**config.mk**
```make
export PLATFORM = sky130hd
export DESIGN_NAME = glove_tracker
export DESIGN_NICKNAME = d
export VERILOG_FILES = /design/src/rtl/glove_pkg.sv /design/src/rtl/glove_avg.sv /design/src/rtl/glove_tracker.sv
export SDC_FILE = /design/constraint.sdc
export NUM_CORES = 1
export LEC_CHECK = 0
export CORE_MARGIN = 5
export CORE_UTILIZATION = 55
export CTS_BUF_LIST = sky130_fd_sc_hd__clkbuf_16
export DETAILED_ROUTE_END_ITERATION = 10
export GPL_ROUTABILITY_DRIVEN = 0
export MAX_ROUTING_LAYER = met4
export PLACE_DENSITY = 0.77
export SYNTH_ARGS = -nofsm -noshare
export SYNTH_HDL_FRONTEND = slang
export SYNTH_SLANG_ARGS = --single-unit
```
**constraint.sdc**
```tcl
create_clock -name clk -period 4.75 [get_ports clk]
set_clock_uncertainty 0.05 [all_clocks]
set_input_delay 0.475 -clock clk [delete_from_list [all_inputs] [get_ports clk]]
set_output_delay 0.475 -clock clk [all_outputs]
set_load 0.005 [all_outputs]
```
**src/rtl/glove_pkg.sv**
```systemverilog
// Shared types and default timing constants for the glove tracker.
// Timing defaults assume a 65 MHz system clock.
package glove_pkg;

    localparam int COORD_W             = 16;
    localparam int CLK_HZ              = 65_000_000;
    localparam int DEF_TIMEOUT_CYCLES  = CLK_HZ / 10;
    localparam int DEF_COOLDOWN_CYCLES = CLK_HZ / 4;

    typedef enum logic [1:0] {
        ST_IDLE  = 2'd0,
        ST_TRACK = 2'd1,
        ST_STALE = 2'd2
    } glove_state_e;

    typedef logic [COORD_W-1:0] coord_t;

    function automatic coord_t abs_diff(input coord_t a, input coord_t b);
        return (a >= b) ? (a - b) : (b - a);
    endfunction

endpackage

```
**src/rtl/glove_avg.sv**
```systemverilog
// Boxcar average of one coordinate axis: ring buffer of 2**AVG_LOG2 samples
// plus a running sum, so each push costs one add and one subtract.
module glove_avg
    import glove_pkg::*;
#(
    parameter int AVG_LOG2 = 2
) (
    input  logic               clk,
    input  logic               reset_n,
    input  logic               preload,
    input  logic               push,
    input  logic [COORD_W-1:0] din,
    output logic [COORD_W-1:0] dout
);

    localparam int N  = 1 << AVG_LOG2;
    localparam int SW = COORD_W + AVG_LOG2;

    logic [COORD_W-1:0]  ring_q [N];
    logic [COORD_W-1:0]  ring_d [N];
    logic [AVG_LOG2-1:0] ptr_q, ptr_d;
    logic [SW-1:0]       sum_q, sum_d;

    always_comb begin
        ring_d = ring_q;
        ptr_d  = ptr_q;
        sum_d  = sum_q;
        if (preload) begin
            for (int i = 0; i < N; i++) begin
                ring_d[i] = din;
            end
            ptr_d = '0;
            sum_d = SW'(din) << AVG_LOG2;
        end else if (push) begin
            // The sum can never exceed N * max(din), so SW bits never overflow.
            ring_d[ptr_q] = din;
            ptr_d         = ptr_q + AVG_LOG2'(1);
            sum_d         = sum_q + SW'(din) - SW'(ring_q[ptr_q]);
        end
    end

    always_ff @(posedge clk or negedge reset_n) begin
        if (!reset_n) begin
            for (int i = 0; i < N; i++) begin
                ring_q[i] <= '0;
            end
            ptr_q <= '0;
            sum_q <= '0;
        end else begin
            ring_q <= ring_d;
            ptr_q  <= ptr_d;
            sum_q  <= sum_d;
        end
    end

    assign dout = COORD_W'(sum_q >> AVG_LOG2);

endmodule

```
**src/rtl/glove_tracker.sv**
```systemverilog
// Glove sensor front end: filtered position, debounced closed flag, catch cooldown.
// Optional outlier rejection is built when GLOVE_TRACKER_OUTLIER_EN is defined.
module glove_tracker
    import glove_pkg::*;
#(
    parameter int AVG_LOG2         = 2,
    parameter int DEBOUNCE_SAMPLES = 3,
    parameter int MAX_JUMP         = 500,
    parameter int REJECT_LIMIT     = 3,
    parameter int TIMEOUT_CYCLES   = DEF_TIMEOUT_CYCLES,
    parameter int COOLDOWN_CYCLES  = DEF_COOLDOWN_CYCLES
) (
    input  logic               clk,
    input  logic               reset_n,
    input  logic               sample_valid,
    input  logic [COORD_W-1:0] raw_x,
    input  logic [COORD_W-1:0] raw_y,
    input  logic               raw_closed,
    input  logic               held,
    input  logic               throw_event,
    output logic [COORD_W-1:0] glove_x,
    output logic [COORD_W-1:0] glove_y,
    output logic               glove_closed,
    output logic               can_catch,
    output logic               pos_valid,
    output logic [1:0]         dbg_state
);

    localparam int TW = $clog2(TIMEOUT_CYCLES + 1);
    localparam int DW = $clog2(DEBOUNCE_SAMPLES + 1);
    localparam int CW = $clog2(COOLDOWN_CYCLES + 1);

    localparam logic [TW-1:0] TMO_LAST  = TW'(TIMEOUT_CYCLES - 1);
    localparam logic [DW-1:0] DBC_LAST  = DW'(DEBOUNCE_SAMPLES - 1);
    localparam logic [CW-1:0] COOL_LOAD = CW'(COOLDOWN_CYCLES);

    glove_state_e  state_q, state_d;
    logic          preload, push;
    logic [TW-1:0] tmo_q, tmo_d;
    logic          closed_q, closed_d;
    logic [DW-1:0] dbc_q, dbc_d;
    logic [CW-1:0] cool_q, cool_d;
    logic          can_q, can_d;
    logic          held_dly_q, held_dly_d;
    logic          thr_dly_q, thr_dly_d;

`ifdef GLOVE_TRACKER_OUTLIER_EN
    localparam int                 RW         = $clog2(REJECT_LIMIT + 1);
    localparam logic [RW-1:0]      REJ_LAST   = RW'(REJECT_LIMIT - 1);
    localparam logic [COORD_W-1:0] MAX_JUMP_C = COORD_W'(MAX_JUMP);

    logic [RW-1:0] rej_q, rej_d;
    logic          outlier;

    assign outlier = (abs_diff(raw_x, glove_x) > MAX_JUMP_C) ||
                     (abs_diff(raw_y, glove_y) > MAX_JUMP_C);

    always_ff @(posedge clk or negedge reset_n) begin
        if (!reset_n) begin
            rej_q <= '0;
        end else begin
            rej_q <= rej_d;
        end
    end
`else
    localparam int outlier_cfg_unused = MAX_JUMP + REJECT_LIMIT;
`endif

    always_ff @(posedge clk or negedge reset_n) begin
        if (!reset_n) begin
            state_q <= ST_IDLE;
        end else begin
            state_q <= state_d;
        end
    end

    always_comb begin
        state_d = state_q;
        preload = 1'b0;
        push    = 1'b0;
        tmo_d   = tmo_q;
`ifdef GLOVE_TRACKER_OUTLIER_EN
        rej_d   = rej_q;
`endif
        if (sample_valid) begin
            // A sample always wins over a coincident timeout expiry.
            tmo_d   = '0;
            state_d = ST_TRACK;
            if (state_q != ST_TRACK) begin
                preload = 1'b1;
`ifdef GLOVE_TRACKER_OUTLIER_EN
                rej_d   = '0;
            end else if (!outlier) begin
                push  = 1'b1;
                rej_d = '0;
            end else if (rej_q == REJ_LAST) begin
                preload = 1'b1;
                rej_d   = '0;
            end else begin
                rej_d = rej_q + RW'(1);
            end
`else
            end else begin
                push = 1'b1;
            end
`endif
        end else if (state_q == ST_TRACK) begin
            if (tmo_q == TMO_LAST) begin
                state_d = ST_STALE;
                tmo_d   = '0;
            end else begin
                tmo_d = tmo_q + TW'(1);
            end
        end else begin
            tmo_d = '0;
        end
    end

    always_comb begin
        pos_valid = (state_q == ST_TRACK);
        dbg_state = state_q;
    end

    always_comb begin
        closed_d   = closed_q;
        dbc_d      = dbc_q;
        held_dly_d = held;
        thr_dly_d  = throw_event;
        if (sample_valid) begin
            if (raw_closed != closed_q) begin
                if (dbc_q == DBC_LAST) begin
                    closed_d = ~closed_q;
                    dbc_d    = '0;
                end else begin
                    dbc_d = dbc_q + DW'(1);
                end
            end else begin
                dbc_d = '0;
            end
        end
        // held has already dropped when throw_event rises, so the delayed copy qualifies it.
        if (throw_event && !thr_dly_q && held_dly_q) begin
            cool_d = COOL_LOAD;
        end else if (cool_q != '0) begin
            cool_d = cool_q - CW'(1);
        end else begin
            cool_d = '0;
        end
        can_d = (state_d == ST_TRACK) && !held && (cool_d == '0);
    end

    always_ff @(posedge clk or negedge reset_n) begin
        if (!reset_n) begin
            tmo_q      <= '0;
            closed_q   <= 1'b0;
            dbc_q      <= '0;
            cool_q     <= '0;
            can_q      <= 1'b0;
            held_dly_q <= 1'b0;
            thr_dly_q  <= 1'b0;
        end else begin
            tmo_q      <= tmo_d;
            closed_q   <= closed_d;
            dbc_q      <= dbc_d;
            cool_q     <= cool_d;
            can_q      <= can_d;
            held_dly_q <= held_dly_d;
            thr_dly_q  <= thr_dly_d;
        end
    end

    assign glove_closed = closed_q;
    assign can_catch    = can_q;

    glove_avg #(.AVG_LOG2(AVG_LOG2)) u_avg_x (
        .clk     (clk),
        .reset_n (reset_n),
        .preload (preload),
        .push    (push),
        .din     (raw_x),
        .dout    (glove_x)
    );

    glove_avg #(.AVG_LOG2(AVG_LOG2)) u_avg_y (
        .clk     (clk),
        .reset_n (reset_n),
        .preload (preload),
        .push    (push),
        .din     (raw_y),
        .dout    (glove_y)
    );

endmodule

```
# Word-level counts from Yosys, hierarchy flattened
# Cells that the tools add are included.
[totals]
wordCells = 92
register_bits = 223
[classes]
n_bitwise = 3
n_reduce_logical = 12
n_addsub = 9
n_eq_ne = 6
magnitude_cmp = 4
n_mux = 38
[op_table]
columns = ["op", "n"]
rows = [
  ["$mux W64", 4],
  ["$bwmux W64", 2],
  ["$mux W16", 6],
  ["$mux W18", 4],
  ["$mux W23", 3],
  ["$bmux W16 S2", 2],
  ["$demux W16 S2", 2],
  ["$mux W24", 2],
  ["$add A18 B16 Y18", 2],
  ["$sub A18 B16 Y18", 2],
  ["$logic_not A24 Y1", 1],
  ["$reduce_bool A24 Y1", 1],
  ["$sub A24 B1 Y24 const B", 1],
  ["$add A23 B1 Y23 const B", 1],
  ["$eq A23 B23 Y1 const B", 1],
  ["$mux W2", 9],
  ["$add A2 B1 Y2 const B", 3],
  ["$ge A3 B3 Y1 const B", 2],
  ["$logic_and A1 B1 Y1", 6],
  ["$lt A3 B1 Y1 const B", 2],
  ["$not A2 Y3", 2],
  ["$eq A2 B1 Y1 const B", 2],
  ["$mux W1", 4],
  ["$reduce_and A3 Y1", 1],
  ["other kinds (6)", 7],
]

# Depth between registers and ports, before layout
# Gate-level depths: netlist (run 1).
[logic_depth]
depth_word = 8
mapped_depth = 14

# Hierarchy
# From an unflattened synthesis (run 1), not the netlist that was laid out.
[hier_totals]
hier_cells = 1335
area_unflattened_um2 = 12956.2
[modules_own_cells]
columns = ["mod", "cells_per_inst", "area_per_inst_um2", "n_inst"]
rows = [
  ["glove_avg at u_avg_x", 520, 5057.4, 1],
  ["glove_avg at u_avg_y", 519, 5038.6, 1],
  ["glove_tracker", 296, 2860.2, 1],
]

# Worst setup path before layout (run 1)
# No wires, ideal clock.
[synth_path]
kind = "register to register"
startpoint = "register u_avg_x.ptr_q[0]"
endpoint = "register u_avg_x.sum_q[17]"
path_buffers = 2
setup_time_ns = 0.116
synth_period_minus_slack_ns = 4.490
arrival_time_ns = 4.325
required_time_ns = 4.584
stages_incl_launch_ff = 14
path_slack_ns = 0.260
path_cell_list = "dfrtp_1 -> clkbuf_1 -> buf_1 -> mux4_2 -> fa_1 -> inv_1 -> ha_1 -> a21o_1 -> a21o_1 -> a2111oi_0 -> o31ai_1 -> a311oi_1 -> xnor2_1 -> o311ai_0"
[synth_via]
elab_chain_cells = 7
[synth_rtl]
columns = ["item", "line", "rtl"]
rows = [
  ["start: declaration", "glove_avg.sv:21", "logic [AVG_LOG2-1:0] ptr_q, ptr_d;"],
  ["start signal: assignment", "glove_avg.sv:51", "ptr_q <= ptr_d;"],
  ["$not A2 Y3 (not written as such)", "glove_avg.sv:38", "sum_d = sum_q + SW'(din) - SW'(ring_q[ptr_q]);"],
  ["$bmux W16 S2", "glove_avg.sv:38", ""],
  ["$mux W16 (not written as such) (2 in series)", "glove_avg.sv:38", ""],
  ["$sub A18 B16 Y18", "glove_avg.sv:38", ""],
  ["$mux W18", "glove_avg.sv:34", "end else if (push) begin"],
  ["$mux W18", "glove_avg.sv:28", "if (preload) begin"],
  ["end signal: assignment", "glove_avg.sv:52", "sum_q <= sum_d;"],
  ["end: declaration", "glove_avg.sv:22", "logic [SW-1:0] sum_q, sum_d;"],
]
# No other way between the ends. The select of a mux whose other input is x is not followed.
# A chain may end at the register's enable or synchronous reset.

# Worst setup path in the final report (run 1)
[layout_path]
startpoint = "register u_avg_y.ptr_q[0]"
endpoint = "register u_avg_y.sum_q[11]"
[layout_via]
elab_chain_cells = 7
[layout_rtl]
columns = ["item", "line"]
rows = [
  ["start: declaration", "glove_avg.sv:21"],
  ["start signal: assignment", "glove_avg.sv:51"],
  ["$not A2 Y3 (not written as such)", "glove_avg.sv:38"],
  ["$bmux W16 S2", "glove_avg.sv:38"],
  ["$mux W16 (not written as such) (2 in series)", "glove_avg.sv:38"],
  ["$sub A18 B16 Y18", "glove_avg.sv:38"],
  ["$mux W18", "glove_avg.sv:34"],
  ["$mux W18", "glove_avg.sv:28"],
  ["end signal: assignment", "glove_avg.sv:52"],
  ["end: declaration", "glove_avg.sv:22"],
]
# No other way between the ends. The select of a mux whose other input is x is not followed.

==> results.md, run 1 <==
- Clock latency on the worst-skew pair, taken at its later pin, is 0.52 ns.
- The worst register-to-register path begins at u_avg_y.ptr_q[0].
- The maximum clock frequency is 0.229 GHz.
- Of the available clock period, the critical path in the final layout requires 91.9%.
- Together, buffers and inverters on the worst path number 1.
- Overall power consumption after layout is estimated at 11.3 mW.
- Of the post-synthesis cell area, the dominant cell type holds 44.5%.
- The relative slew slack is 37.9%.
- The number of register bits inferred by synthesis is 223.
- The slowest stage cell on the critical path is sky130_fd_sc_hd__dfrtp_1.
- Once detail routing completed, the nets flagged for antenna violations numbered 0.
- The critical path starts at u_avg_y.ptr_q[0].
- The quantity of hold-fixing buffers added after cts is 0.
- The netlist uses 61 different library cells.
- The signal on the critical path passes through mux4_2 > fa_1 > inv_1 > ha_1 > a211oi_1 > o21ai_0 > a31oi_1 > o21bai_1 > a2111oi_0 > o31a_1 > o21ai_0 > a31oi_1.
- Counting buffers and inverters, the worst setup path is 12 cells deep.
- The actual slew at the worst max-slew pin is 0.932 ns.
- The die outline width is 161 um.
- The worst-case IR drop observed on VDD is 0.445 mV.
- The via count of the first global-routing pass came to 9,267.
- After routing, the total negative slack on setup checks comes to 0 ns.
- The classification of the worst-slack hold path is input port to asynchronous set/reset pin.
- Among all flip-flop cells after synthesis, the most frequent one is sky130_fd_sc_hd__dfrtp_1.
- Sequential elements use 44.5% of the synthesized area.
- Relative to the synthesized area, the layout overhead comes to 12.6%.
- Cells fill 62.6% of the core in the end.
- The detailed-route wire length is 26,900 um.
- For this run, the slowest stage of the critical path takes 0.62 ns.
- The length of routed wiring on met1 is 12,500 um.
- Ranked by total cell area, the synthesized netlist is headed by sky130_fd_sc_hd__dfrtp_1 44%, sky130_fd_sc_hd__o21ai_0 7.0%, sky130_fd_sc_hd__mux4_2 5.7%.
- Signal routing reaches up to met4.
- Each instance of the synthesized netlist takes up on average 9.63 um^2.
- Wire segments on met3 add up to 1310 um in the final route.
- The maximum number of buffers from clock root to sink is 3.
- The placed wire-length estimate after detailed placement is 18,500 um.
- The initial utilization of the core area, before any placement, comes to 55.6%.
- Summed over all instances, the cell type with the most area after synthesis is sky130_fd_sc_hd__dfrtp_1.
- The family with the most delay on the worst path is compound AO/OA/AOI/OAI gates.
- The arrival time of the worst setup path is 4.76 ns.
- Summed over all cells, the static leakage comes to 6.47 nW.
- The final number of setup-violating endpoints is 0.
- Entering global routing, the biggest net connects 126 pins.
- The biggest fanout along the worst timing path is 6.
- The average routed wire per standard cell is 16.5 um.
- The number of cells on the worst reg-to-reg path is 12.
- Pin placement for this block handled 75 I/O pins.
- The count of vias placed by the detailed router is 9,142.
- After global routing the overflow that remains totals 0.
- Row generation in the floorplan step produced 55 rows.
- The die covers 25,900 um^2.
- After synthesis, the share of flip-flops with an asynchronous set or reset is 100%.
- The count of flip-flops with a built-in enable after synthesis is 0.
- The TritonCTS clock tree is yes.
- The final-report max-slew violation count is 0.
- For the worst setup path, the data required time is 5.14 ns.
- Across all hold checks on the routed design, the worst slack comes to 0.0184 ns.
- The global routing usage summed across all routing layers is 21.9%.
- Dividing total power by cell area gives a power density of 799 nW/um^2.
- The region available for standard cell placement spans 22,600 um^2.
- In the synthesized netlist, the number of instances is 1,303.
- The number of design-rule violations left by the first detailed-router iteration is 751.
- The synthesis warning total is 0.
- The count of instances resized after the clock tree is built is 0.
- The final count of hold timing violations was 0.
- The detailed route wirelength on metal2 is 12,700 um.
- The repair_antennas step left the layout with diodes totalling 0.
- The total standard cell area after synthesis is 12,600 um^2.
- After clock tree synthesis, the clock-pin slew on the worst setup and hold paths is 0.06 ns.
- The clock net in this run drives a total of 223 sinks.
- The share of cells above drive strength 1 is 8.60%.
- In this run the tool buffered the top-level ports with 74 buffer cells.
- The first global-routing pass estimated 46,300 um of wire.
- The flow ran to the end, and the final reports show no timing, DRC or antenna violations.
- Setup slack closes at 0.384 ns.
- The height of the chip is 161 um.
- The worst setup path is launched from a register.
- The number of maximum-capacitance constraint violations is 0.
- The number of buffers created by CTS is 25.
- CTS built an H-tree with a depth of 1.
- The number of antenna violations at the first check in global routing is 0.
- The number of nets in the layout is 1,449.
- The setup fix buffers added after clock tree synthesis is 0.
- The setup slack at placement is 0.474 ns.
- The number of nets in the synthesized netlist is 1,420.
- For this run, design rule violations remaining after detail routing come to 0.
- Dividing the detail-routed via count by the number of cells gives 5.59.
- The clock tree root driver cell is sky130_fd_sc_hd__clkbuf_16.
- The first-pass iteration count of the detailed router is 5.
- The nature of the critical path endpoint is a register.
- The critical path in this run is classified as register to register.
- Subtracting the final worst setup slack from the clock period gives 4.37 ns.
- Setup repair after global routing left no endpoint under its margin.
## per-stage QoR
| stage | std cells | instance area [um^2] |
|---|---|---|
| floorplan | 1303 | 12600 |
| global placement | 1590 | 13400 |
| detailed placement | 1590 | 13400 |
| CTS | 1634 | 14100 |
| global route | 1634 | 14100 |
| finish | 1634 | 14100 |
## cells in the final DEF (no fill, tap or decap), types with 3 or more instances in the layout
cell type                         synthesis  final
sky130_fd_sc_hd__nor2b_1                  5      5
sky130_fd_sc_hd__a211oi_1                 3      3
sky130_fd_sc_hd__or4_4                    3      3
sky130_fd_sc_hd__clkinv_1                 0      5
sky130_fd_sc_hd__nand2_1                165    165
sky130_fd_sc_hd__nand4_1                  7      7
sky130_fd_sc_hd__nand3_1                 28     28
sky130_fd_sc_hd__xnor2_1                 47     47
sky130_fd_sc_hd__nand2b_1                 4      3
sky130_fd_sc_hd__xor2_1                  24     24
sky130_fd_sc_hd__ha_1                    47     47
sky130_fd_sc_hd__nor2_1                  94     94
sky130_fd_sc_hd__o21bai_1                 7      7
sky130_fd_sc_hd__nor3_1                  17     17
sky130_fd_sc_hd__and2_1                   3      3
sky130_fd_sc_hd__buf_4                   32     16
sky130_fd_sc_hd__dfrtp_1                223    223
sky130_fd_sc_hd__nor4_1                  10     10
sky130_fd_sc_hd__mux4_2                  32     32
sky130_fd_sc_hd__inv_1                  144    148
sky130_fd_sc_hd__mux2_2                  10     10
sky130_fd_sc_hd__and3_1                   6      6
sky130_fd_sc_hd__o21ai_2                  0      8
sky130_fd_sc_hd__and4_1                   3      3
sky130_fd_sc_hd__a21oi_1                 45     45
sky130_fd_sc_hd__clkinv_2                 0      4
sky130_fd_sc_hd__nand3b_1                 5      5
sky130_fd_sc_hd__clkbuf_16                0     25
sky130_fd_sc_hd__fa_1                    32     32
sky130_fd_sc_hd__a31oi_1                 17     17
sky130_fd_sc_hd__a21o_1                  12     12
sky130_fd_sc_hd__o21ai_0                176    168
sky130_fd_sc_hd__nor4b_1                  3      3
sky130_fd_sc_hd__mux2i_1                  3      3
sky130_fd_sc_hd__o211ai_1                 6      6
sky130_fd_sc_hd__clkdlybuf4s50_1          0     72
## area by class of cell
type	instances	area (um^2)
inverter	146	548
timing repair buffer	91	896
clock inverter	19	146
tap	285	357
clock buffer	25	626
fill	1815	8430
sequential	223	5580
multi-input combinational	845	5980
## Yosys cell counts, drive strengths merged, types with 24 or more instances
cell / n
a21oi: 45
buf: 40
clkbuf: 49
dfrtp: 223
fa: 32
ha: 47
inv: 146
mux4: 32
nand2: 166
nand3: 28
nor2: 95
o21ai: 176
xnor2: 47
xor2: 24
## routing by layer
layer,GRT usage (%),up-vias
li1,-,4412
met1,30.0,4475
met2,35.1,217
met3,3.16,38
met4,5.20,0
met5,-,-
## path summary, 6_finish.rpt
check | slack [ns] | endpoint
worst max-delay path | 0.38 | u_avg_y.sum_q[11]
worst min-delay path | 0.02 | u_avg_x.ring_q[49]
worst max register to register | 0.38 | u_avg_y.sum_q[11]
worst min register to register | 0.42 | cool_q[0]
max in group asynchronous | 3.60 | u_avg_y.sum_q[14]
min in group clk | 0.38 | held_dly_q
## power breakdown
part           leakage (nW)  internal (mW)  switching [mW]
Sequential             2.72           2.64           0.466
Clock                 0.390           1.06           0.773
Combinational          3.36           3.05            3.31
## logic make-up after synthesis
| logic type | after synthesis | synth area share, % |
|---|---|---|
| AOI/OAI and AO/OA | 285 | 12.6 |
| xor gates and xnor gates | 71 | 4.95 |
| adders and majority gates | 79 | 9.79 |
| buffers and inverters | 235 | 8.11 |
| DFF | 223 | 44.5 |
| muxes | 45 | 6.88 |
| and+or+nand+nor | 365 | 13.2 |
## registers in the layout (all words and copies together) (netlist names)
signal / cells
u_avg_x.sum_q: 18
u_avg_x.ring_q: 64
u_avg_y.ptr_q: 2
thr_dly_q: 1
u_avg_y.sum_q: 18
can_catch: 1
cool_q: 24
tmo_q: 23
u_avg_x.ptr_q: 2
u_avg_y.ring_q: 64
dbc_q: 2
glove_closed: 1
dbg_state: 2
held_dly_q: 1
No activity file was read; power rests on OpenSTA's default activity.
==> run 2, diff against run 1 <==
- GPL_TIMING_DRIVEN: default -> 0
==> run 2 against run 1 <==
Against the previous run: maximum frequency shrank 2.5%; first-iteration DRC count is 15% higher; flip-flop and latch count did not move; non-clock buffer count increased by 75; total power is 3.8% higher; core utilization is 1.8 points higher; worst setup slack lost 0.11 ns; wire length grew 17%; largest power group unchanged.
==> results.md, run 2 (same netlist as run 1, synthesis figures left out) <==
- The count of vias placed by the detailed router is 9,770 (+6.9%).
- The share of cells above drive strength 1 was 9.68% (+1.1 points).
- The number of rows in the core area came to 55 (unchanged).
- The largest registers in the layout are u_avg_x.ring_q (64), u_avg_y.ring_q (64), cool_q (24).
- The clock latency on the worst-skew pair is 0.53 ns (about the same).
- The number of buffers added on ports was 74 (unchanged).
- The die outline width came to 161 um (unchanged).
- The final-layout setup total negative slack is 0 ns (unchanged).
- The number of maximum-capacitance constraint violations was 0 (unchanged).
- The biggest fanout along the worst timing path came to 10 (+4).
- The reg-to-reg critical path endpoint is u_avg_y.sum_q[17].
- The final routed DRC violation total is 0 (unchanged).
- The count of pins on the block boundary is 75 (unchanged).
- The total global routing overflow is 0 (unchanged).
- The setup fix buffers added after clock tree synthesis is 0 (unchanged).
- Setup repair after global routing left no endpoint under its margin.
- The root buffer cell chosen for the clock tree is sky130_fd_sc_hd__clkbuf_16.
- The final count of hold timing violations came to 0 (unchanged).
- The placed wire-length estimate after detailed placement came to 21,800 um (+18%).
- The average routed wire per standard cell came to 18.4 um (+12%).
- The total power density per cell area is 806 nW/um^2 (+0.82%).
- The maximum number of buffers from clock root to sink is 3 (unchanged).
- The arrival time of the worst setup path is 4.80 ns (+0.04 ns).
- The nature of the critical path endpoint is a register.
- The starting utilization of the core area was 55.6% (unchanged).
- Compared with the post-synthesis result, the final layout area differs by 15.9%.
- The reported leakage power is 6.68 nW (+3.3%).
- The number of clock sinks is 223 (unchanged).
- The part of the power in registers is 26.5% (-1.0 points).
- The proportion of power drawn by combinational gates is 57.1% (+0.9 points).
- The critical path data required time came to 5.08 ns (-0.06 ns).
- The deepest level of the CTS H-tree came to 1 (unchanged).
- The maximum clock frequency is 0.223 GHz (-2.5%).
- The cell-internal power was 6.98 mW (+3.4%).
- The share of total power consumed by net switching is 40.4% (+0.19 points).
- The number of cells on the worst reg-to-reg path is 14 (+2).
- The final antenna diode count came to 0 (unchanged).
- The classification of the worst-slack hold path is input port to asynchronous set/reset pin.
- The final-report max-slew violation count is 0 (unchanged).
- The number of placed instances with taps included is 1,664 (+4.7%).
- The worst setup path is of the register to register kind.
- The worst hold margin is 0.292 ns (+0.273 ns).
- The number of nets in the layout is 1,524 (+5.2%).
- The final antenna-violating net count is 0 (unchanged).
- The total power consumption of the routed design was 11.7 mW (+3.8%).
- The floorplan die area came to 25,900 um^2 (unchanged).
- The routed via count divided by cell count was 5.71 (+2.1%).
- Leaving out fill and tap cells, the most frequent cells in the layout are 223 x sky130_fd_sc_hd__dfrtp_1, 176 x sky130_fd_sc_hd__o21ai_0, 165 x sky130_fd_sc_hd__nand2_1.
- The pin count of the biggest net entering global routing is 126 (unchanged).
- The first-pass iteration count of the detailed router came to 7 (+2).
- The clock slew seen by the registers of the worst setup and hold paths is 0.06 ns (about the same).
- The number of design-rule violations left by the first detailed-router iteration is 863 (+15%).
- Leaving out fill and tap cells, the most frequent cell in the layout is sky130_fd_sc_hd__dfrtp_1.
- The portion of the clock cycle consumed by the worst path in the final layout is 94.2% (+2.3 points).
- In this run the critical register-to-register path is launched from u_avg_y.ptr_q[1].
- The global routing usage summed across all routing layers is 25.1% (+3.2 points).
- The worst vdd rail ir drop is 0.668 mV (+50%).
- The part of the power in the clock network is 16.4% (about the same).
- The net switching power is 4.74 mW (+4.3%).
- The core occupancy in the finished layout is 64.5% (+1.8 points).
- The number of antenna violations at the first check in global routing came to 0 (unchanged).
- The height of the chip is 161 um (unchanged).
- The final critical-path required period was 4.48 ns (+0.110 ns).
- The type of origin of the critical path is a register.
- The TritonCTS clock tree is yes.
- The area of the core is 22,600 um^2 (unchanged).
- The reg-to-reg setup timing slack was 0.27 ns (-0.11 ns).
- The final number of setup-violating endpoints is 0 (unchanged).
- The relative slew slack was 47.3% (+9.4 points).
- The wire length of the first global-routing pass is 51,400 um (+11%).
- The number of buffers created by CTS was 25 (unchanged).
- The run finished with clean final reports.
- The detailed-route wire length was 31,500 um (+17%).
- The via count of the first global-routing pass is 9,989 (+7.8%).
- The actual slew at the worst max-slew pin is 0.791 ns (-0.140 ns).
- The post-route non-filler standard cell count came to 1,711 (+4.7%).
-- run 2: cell count changes in the layout (fill, tap and decap cells not counted), moves of 2 or more --
cell | previous run | this run
sky130_fd_sc_hd__buf_6 | 0 | 2
sky130_fd_sc_hd__buf_12 | 2 | 0
sky130_fd_sc_hd__clkbuf_2 | 0 | 4
sky130_fd_sc_hd__buf_16 | 0 | 2
sky130_fd_sc_hd__buf_4 | 16 | 33
sky130_fd_sc_hd__clkbuf_1 | 0 | 45
sky130_fd_sc_hd__o21ai_0 | 168 | 176
sky130_fd_sc_hd__clkinv_1 | 5 | 2
sky130_fd_sc_hd__o21ai_2 | 8 | 0
sky130_fd_sc_hd__clkinv_2 | 4 | 7
sky130_fd_sc_hd__clkinv_4 | 0 | 2
sky130_fd_sc_hd__buf_1 | 0 | 3
-- run 2: how the worst max path moves through the flow --
stage / from / slack, ns / cells after the start / endpoint
finish: u_avg_y.ptr_q[1] / 0.27 / 14 / u_avg_y.sum_q[17]
global placement: reset_n / -6.25 / 1 / u_avg_y.ring_q[27]
global route: u_avg_x.ptr_q[0] / 0.03 / 13 / u_avg_x.sum_q[17]
detailed placement: u_avg_x.ptr_q[0] / -0.67 / 13 / u_avg_x.sum_q[17]
floorplan: u_avg_x.ptr_q[0] / 0.26 / 13 / u_avg_x.sum_q[17]
CTS: u_avg_y.ptr_q[1] / 0.02 / 14 / u_avg_y.sum_q[17]
-- run 2: power by group through the flow --
| stage | clock network, mW | registers (mW) | logic (mW) |
|---|---|---|---|
| final | 1.92 | 3.10 | 6.70 |
| after floorplan | 0 | 2.95 | 5.11 |
| after detailed placement | 0 | 3.12 | 6.53 |
| after CTS | 1.95 | 3.09 | 6.62 |
| after global routing | 2.03 | 3.18 | 7.49 |
| after global placement | 0 | 3.09 | 6.32 |
-- run 2: worst max-delay path: stages (launching register included) --
cell	delay [ns]
sky130_fd_sc_hd__dfrtp_1	0.38
sky130_fd_sc_hd__clkbuf_1	0.46
sky130_fd_sc_hd__clkbuf_2	0.44
sky130_fd_sc_hd__mux4_2	0.40
sky130_fd_sc_hd__fa_1	0.49
sky130_fd_sc_hd__inv_1	0.04
sky130_fd_sc_hd__ha_1	0.35
sky130_fd_sc_hd__a21o_1	0.18
sky130_fd_sc_hd__a21oi_1	0.16
sky130_fd_sc_hd__nor2b_1	0.07
sky130_fd_sc_hd__or3_1	0.36
sky130_fd_sc_hd__o41ai_1	0.42
sky130_fd_sc_hd__o21ai_0	0.23
sky130_fd_sc_hd__o21ai_0	0.14
sky130_fd_sc_hd__o2111ai_1	0.16
-- run 2: cell type report --
cell class | instances | area [um^2]
repair buffers | 77 | 811
clock inverters | 21 | 189
well taps | 285 | 357
plain buffers | 89 | 483
flip-flops and latches | 223 | 5580
multi-input cells | 845 | 5960
clock buffers | 25 | 626
inverters | 146 | 548
fillers | 1839 | 8020
-- run 2: timing repair --
action,4_1_cts,5_1_grt
endpoints found under the setup margin,9,6
cloned,0,0
endpoints found under the hold margin,6,0
resized for setup,10,8
hold buffers,1,0
pin swaps,0,1
-- run 2: layer usage --
metal / GRT usage, % / part of all wire [%]
met3: 2.73 / 5.9
met4: 7.44 / 2.7
met2: 41.1 / 48
met1: 33.6 / 43
met5: - / 0
-- run 2: through the flow --
stage,worst slack [ns],instance area [um^2]
2_1_floorplan,0.260,12600
3_5_place_dp,-0.673,13700
5_1_grt,0.0281,14600
4_1_cts,0.0222,14500
6_report,0.274,14600
3_3_place_gp,-6.25,13600
